$ cat src/rtl/gf180mcu_fd_sc_mcu9t5v0__clkgate_ctrl.sv
// Purpose: sleep/wake sequencer plus ICG-style latch producing a glitch-free gated clock GCLK from CLK.
// Latency: SLEEP_ACK rises DRAIN_CYC+1 CLK rises after SLEEP_REQ (BUSY low); falls WAKE_CYC+1 rises after SLEEP_REQ drops.
// Backpressure: BUSY high holds the drain counter at zero, so gating waits until the block is idle.
// Optional: define GF180MCU_FD_SC_MCU9T5V0_CLKGATE_TE_EN to let TE force the latch open (scan clocking).
`timescale 1ns/1ps

module gf180mcu_fd_sc_mcu9t5v0__clkgate_ctrl #(
  parameter int DRAIN_CYC = 4,
  parameter int WAKE_CYC  = 2,
  parameter int CW        = 8
) (
  input  logic       CLK,
  input  logic       RN,
  input  logic       SLEEP_REQ,
  input  logic       BUSY,
  input  logic       TE,
  output logic       GCLK,
  output logic       EN_Q,
  output logic       SLEEP_ACK,
  output logic [1:0] STATE
);

  typedef enum logic [1:0] {
    ST_RUN   = 2'b00,
    ST_DRAIN = 2'b01,
    ST_GATED = 2'b10,
    ST_WAKE  = 2'b11
  } state_t;

  // Terminal counts; the counter stops at these values, it never wraps.
  localparam logic [CW-1:0] DRAIN_LAST = CW'(DRAIN_CYC - 1);
  localparam logic [CW-1:0] WAKE_LAST  = CW'(WAKE_CYC - 1);

  state_t          r_state;
  logic [CW-1:0]   r_cnt;
  logic            r_en_q;
  logic            r_ack;
  logic            r_latch_q;

  state_t          w_state_nxt;
  logic [CW-1:0]   w_cnt_nxt;
  logic            w_en_nxt;
  logic            w_ack_nxt;
  logic            w_latch_d;

  // State, counter, enable and acknowledge registers; reset lands in RUN with the clock enabled.
  always_ff @(posedge CLK or negedge RN) begin
    if (!RN) begin
      r_state <= ST_RUN;
      r_cnt   <= '0;
      r_en_q  <= 1'b1;
      r_ack   <= 1'b0;
    end else begin
      r_state <= w_state_nxt;
      r_cnt   <= w_cnt_nxt;
      r_en_q  <= w_en_nxt;
      r_ack   <= w_ack_nxt;
    end
  end

  // Next-state logic. In DRAIN an abort (SLEEP_REQ low) beats both BUSY and drain completion,
  // and BUSY beats completion, so a late BUSY rise always cancels gating.
  always_comb begin
    w_state_nxt = r_state;
    w_cnt_nxt   = r_cnt;
    w_en_nxt    = r_en_q;
    w_ack_nxt   = r_ack;
    case (r_state)
      ST_RUN: begin
        w_en_nxt  = 1'b1;
        w_ack_nxt = 1'b0;
        w_cnt_nxt = '0;
        if (SLEEP_REQ) begin
          w_state_nxt = ST_DRAIN;
        end
      end
      ST_DRAIN: begin
        w_en_nxt  = 1'b1;
        w_ack_nxt = 1'b0;
        if (!SLEEP_REQ) begin
          w_state_nxt = ST_RUN;
          w_cnt_nxt   = '0;
        end else if (BUSY) begin
          w_cnt_nxt = '0;
        end else if (r_cnt >= DRAIN_LAST) begin
          w_state_nxt = ST_GATED;
          w_cnt_nxt   = '0;
          w_en_nxt    = 1'b0;
          w_ack_nxt   = 1'b1;
        end else begin
          w_cnt_nxt = r_cnt + 1'b1;
        end
      end
      ST_GATED: begin
        // BUSY is deliberately ignored here; only the request level matters.
        w_cnt_nxt = '0;
        w_en_nxt  = 1'b0;
        w_ack_nxt = 1'b1;
        if (!SLEEP_REQ) begin
          w_state_nxt = ST_WAKE;
          w_en_nxt    = 1'b1;
        end
      end
      ST_WAKE: begin
        // A new SLEEP_REQ is not looked at until RUN is reached.
        w_en_nxt  = 1'b1;
        w_ack_nxt = 1'b1;
        if (r_cnt >= WAKE_LAST) begin
          w_state_nxt = ST_RUN;
          w_cnt_nxt   = '0;
          w_ack_nxt   = 1'b0;
        end else begin
          w_cnt_nxt = r_cnt + 1'b1;
        end
      end
      default: begin
        w_state_nxt = ST_RUN;
        w_cnt_nxt   = '0;
        w_en_nxt    = 1'b1;
        w_ack_nxt   = 1'b0;
      end
    endcase
  end

`ifdef GF180MCU_FD_SC_MCU9T5V0_CLKGATE_TE_EN
  // Test enable opens the gate regardless of the FSM; the handshake keeps running underneath.
  always_comb begin
    w_latch_d = r_en_q | TE;
  end
`else
  logic w_te_unused;
  assign w_te_unused = TE;

  // Without test support the gate follows the registered enable alone.
  always_comb begin
    w_latch_d = r_en_q;
  end
`endif

  // Enable latch: transparent while CLK is low, frozen while high, so GCLK pulses are never cut short.
  // Reset forces it open so the downstream domain is clocked during reset.
  always_latch begin
    if (!RN) begin
      r_latch_q <= 1'b1;
    end else if (!CLK) begin
      r_latch_q <= w_latch_d;
    end
  end

  assign GCLK      = CLK & r_latch_q;
  assign EN_Q      = r_en_q;
  assign SLEEP_ACK = r_ack;
  assign STATE     = r_state;

endmodule

$ cat config.mk
export PLATFORM = sky130hd
export DESIGN_NAME = gf180mcu_fd_sc_mcu9t5v0__clkgate_ctrl
export DESIGN_NICKNAME = d
export VERILOG_FILES = /design/src/rtl/gf180mcu_fd_sc_mcu9t5v0__clkgate_ctrl.sv
export SDC_FILE = /design/constraint.sdc
export NUM_CORES = 1
export LEC_CHECK = 0
export ABC_AREA = 1
export BUFFER_PORTS_ARGS = -buffer_cell sky130_fd_sc_hd__clkbuf_2
export CAP_MARGIN = 20
export CORE_MARGIN = 2
export CORE_UTILIZATION = 35
export CTS_CLUSTER_DIAMETER = 80
export CTS_CLUSTER_SIZE = 25
export DETAILED_ROUTE_END_ITERATION = 6
export PLACE_DENSITY = 0.55
export SKIP_LAST_GASP = 1
export SLEW_MARGIN = 20
export SYNTH_ARGS = -nofsm -noshare
export SYNTH_HDL_FRONTEND = slang
export SYNTH_SLANG_ARGS = --single-unit
$ cat constraint.sdc
create_clock -name CLK -period 1.6 [get_ports CLK]
set_input_delay 0.32 -clock CLK [delete_from_list [all_inputs] [get_ports CLK]]
set_output_delay 0.32 -clock CLK [all_outputs]
set_load 0.02 [all_outputs]
==> PnR_summary.wiki <==
{| class="wikitable"
! Metric !! Value
|-
| Area grow syn2layout || 27.1%
|-
| Final layout net count || about 120
|-
| Synth Cell Area || 688 sq um
|-
| Clock input transition at the sequential cells of the worst setup and hold paths || 0.04 ns
|-
| Hold_ws || 0.105 ns
|-
| TritonCTS clock tree || built
|-
| Count of antenna-violating nets left after detailed routing || 0
|-
| Critical path launch point type || latch
|-
| Util after Layout || 46.0%
|-
| Mux share of post-synthesis cell area || 0%
|-
| Via count of the first global-routing pass || about 550
|-
| Synthesized area per cell || 8.50 sq um
|-
| Cell accounting for the most synthesized area || sky130_fd_sc_hd__dfrtp_1
|-
| Count of different cell masters after synthesis || 20
|-
| Max cap viols || 0
|-
| Antenna violations before repair || 0
|-
| Cells taking the most area after synthesis || sky130_fd_sc_hd__dfrtp_1, sky130_fd_sc_hd__ha_1, sky130_fd_sc_hd__inv_1
|-
| Per-cell via count in the routed design || between 4 and 5
|-
| Required time of the critical path || 1.28 ns
|-
| Crit-path slowest cell || sky130_fd_sc_hd__dlxtp_1
|-
| Share of the synthesized area in the top cell type || 40.0%
|-
| Critical Path Fanout Max || 1
|-
| Hold Crit Class || in2gate
|-
| Die span in x || 48.3 microns
|-
| Pre-antenna DRT Iters || 3
|-
| Setup WS pre-CTS || -0.0359 ns
|-
| Core region area || 1900 sq um
|-
| Xor and xnor fraction of the mapped netlist area || 0%
|-
| Buffers added on ports || 8
|-
| Synth Area in Adders || between 10% and 20%
|-
| Dpl hpwl || 890 microns
|-
| Unrepaired setup endpoints after global routing || true
|-
| Antenna diode count || 0
|-
| Hold Fails Final Rpt || 0
|-
| Count of final max-slew check failures || 0
|-
| Max Clock Skew || around 0.095 ns
|-
| Maximum number of pins on one net before global-route repair || 14
|-
| Num ports || 10
|-
| Total power consumption of the routed design || 0.00134 W
|-
| Simple-gate share of the synthesized area || between 20% and 30%
|-
| Final worst slack || -0.342 ns
|-
| Cell Rows || 16
|-
| DIE HEIGHT || about 48 microns
|-
| Largest vdd supply drop || 0.585 mV
|-
| Failing checks || setup timing
|-
| Cell Chain, Critical Path || nand2_1 > inv_2 > buf_8
|-
| Total negative slack || -0.342 ns
|-
| Aggregate global-route resource usage || 13.0%
|-
| Power density over cell area || 1530 nW/um^2
|-
| Clk Latency, worst-skew pair || 0.37 ns
|-
| Flops & latches, synth || 13
|-
| Data arrival time of the critical path || 1.62 ns
|-
| Initial core utilization || a little over a third
|-
| Die area || ~2300 sq um
|-
| Buffer count from post-CTS setup fixing || 0
|-
| Largest family of logic cells by synthesized area || simple AND/OR/NAND/NOR gates
|-
| Avg WL per Cell || just over 9 microns
|-
| Sort of element at the end of the critical path || output pin
|-
| GP Congestion || 0.711
|-
| Leak || 0.480 nW
|-
| Worst path max stage delay || 0.30 ns
|-
| Routed via count || 528
|-
| YS warnings || 0
|-
| First-pass GRT wire length || 2060 microns
|-
| Run status || finished with violations
|-
| Compound-Gate Fraction of Synth Area || 3.64%
|-
| Cell count after synthesis || 81
|-
| Final Setup Violations || 2
|-
| Remaining DRCs || 0
|-
| Critical path start-end classification || latch2out
|-
| Share of layout cells above drive strength 1 || 26.0%
|-
| Detailed Route Iter0 Violations || 5
|-
| Total detailed-routing wirelength || 1190 microns
|-
| Leftover overflow at the end of global routing || 0
|}
routing by layer:
| metal | track usage, % | part of all wire, % | up-vias | wire length (microns) |
|---|---|---|---|---|
| met5 | 0 | 0 | - | 0 |
| met4 | 20.0 | 3.8 | 0 | 45 |
| met3 | 4.63 | 2.7 | 6 | 32 |
| met2 | 17.4 | 50 | 9 | 599 |
| li1 | - | - | 283 | - |
| met1 | 12.9 | 43 | 230 | 515 |
cells by family after synthesis:
kind of cell	count (synthesis)
simple gates	37
other cells	1
fa+ha+maj	8
latches	1
buf+inv	18
compound gates	4
flops	12
worst paths after layout:
check                           from    endpoint  slack (ns)  depth (start not counted)
max in group gated                RN  clock gate        0.68                          3
max                        r_latch_q        GCLK       -0.34                          3
min in group asynchronous         RN    r_cnt[1]        0.43                          3
min in group CLK           SLEEP_REQ        EN_Q        0.24                          4
max reg2reg                     EN_Q   r_latch_q        0.11                          2
min                               RN  clock gate        0.11                          3
max in group asynchronous         RN        EN_Q        0.94                          3
min reg2reg                 r_cnt[0]    r_cnt[0]        0.50                          1
area by class of cell:
| cell class | instances | area [sq um] |
|---|---|---|
| Inverter | 17 | 63.8 |
| Tap cell | 27 | 33.8 |
| Clock inverter | 1 | 3.75 |
| Multi-Input combinational cell | 54 | 319 |
| Sequential cell | 13 | 317 |
| Timing Repair Buffer | 9 | 52.6 |
| Clock buffer | 10 | 85.1 |
| Fill cell | 199 | 1030 |
report_power, final:
group	total, W	internal, W	switching [W]
Clock	0.000549	0.000334	0.000216
Combinational	0.000361	0.000136	0.000224
Sequential	0.000426	0.000377	0.0000491
stage by stage:
| stage | instances | area, sq um |
|---|---|---|
| floorplan | 85 | 703 |
| global placement | 121 | 785 |
| detailed placement | 121 | 785 |
| CTS | 131 | 873 |
| global route | 131 | 875 |
| finish | 131 | 875 |
timing repair:
item                       4_1_cts  5_1_grt
setup endpoints to repair        2        3
hold buffers                     1        0
hold endpoints to repair        12        0
pin swaps                        0        1
resized for setup                2        2
placed cells by master (no fill, tap or decap), types with 2 or more instances in the layout:
| master | instances |
|---|---|
| sky130_fd_sc_hd__clkbuf_2 | 7 |
| sky130_fd_sc_hd__clkbuf_4 | 7 |
| sky130_fd_sc_hd__conb_1 | 5 |
| sky130_fd_sc_hd__dfrtp_1 | 11 |
| sky130_fd_sc_hd__ha_1 | 8 |
| sky130_fd_sc_hd__inv_1 | 17 |
| sky130_fd_sc_hd__nand2_1 | 15 |
| sky130_fd_sc_hd__nand2_2 | 4 |
| sky130_fd_sc_hd__nand3_1 | 3 |
| sky130_fd_sc_hd__nand4_1 | 2 |
| sky130_fd_sc_hd__nor2_1 | 8 |
state kept, by name (all words and copies together) (netlist names), named ones only:
name and cells:
EN_Q 1, SLEEP_ACK 1, STATE 1, r_cnt 8, r_latch_q 1
critical path, delay by kind of cell, from the launching register on:
family,cells,cell delay (ns)
latches,1,0.30
buffers and inverters,2,0.16
AND/OR/NAND/NOR,1,0.06
synthesized netlist by cell type:
cell	count
sky130_fd_sc_hd__a21oi_1	1
sky130_fd_sc_hd__nor2_1	8
sky130_fd_sc_hd__dlxtp_1	1
sky130_fd_sc_hd__conb_1	1
sky130_fd_sc_hd__nor3b_1	1
sky130_fd_sc_hd__dfrtp_1	11
sky130_fd_sc_hd__nor2_2	1
sky130_fd_sc_hd__nor3_1	1
sky130_fd_sc_hd__nand2_2	4
sky130_fd_sc_hd__a31oi_1	1
sky130_fd_sc_hd__o21ai_1	1
sky130_fd_sc_hd__dfstp_2	1
sky130_fd_sc_hd__or2_2	1
sky130_fd_sc_hd__o21ai_2	1
sky130_fd_sc_hd__nand3_1	3
sky130_fd_sc_hd__ha_1	8
sky130_fd_sc_hd__nand4_1	2
sky130_fd_sc_hd__nor2_4	1
sky130_fd_sc_hd__nand2_1	15
sky130_fd_sc_hd__inv_1	18
(Power assumes the default switching activity.)
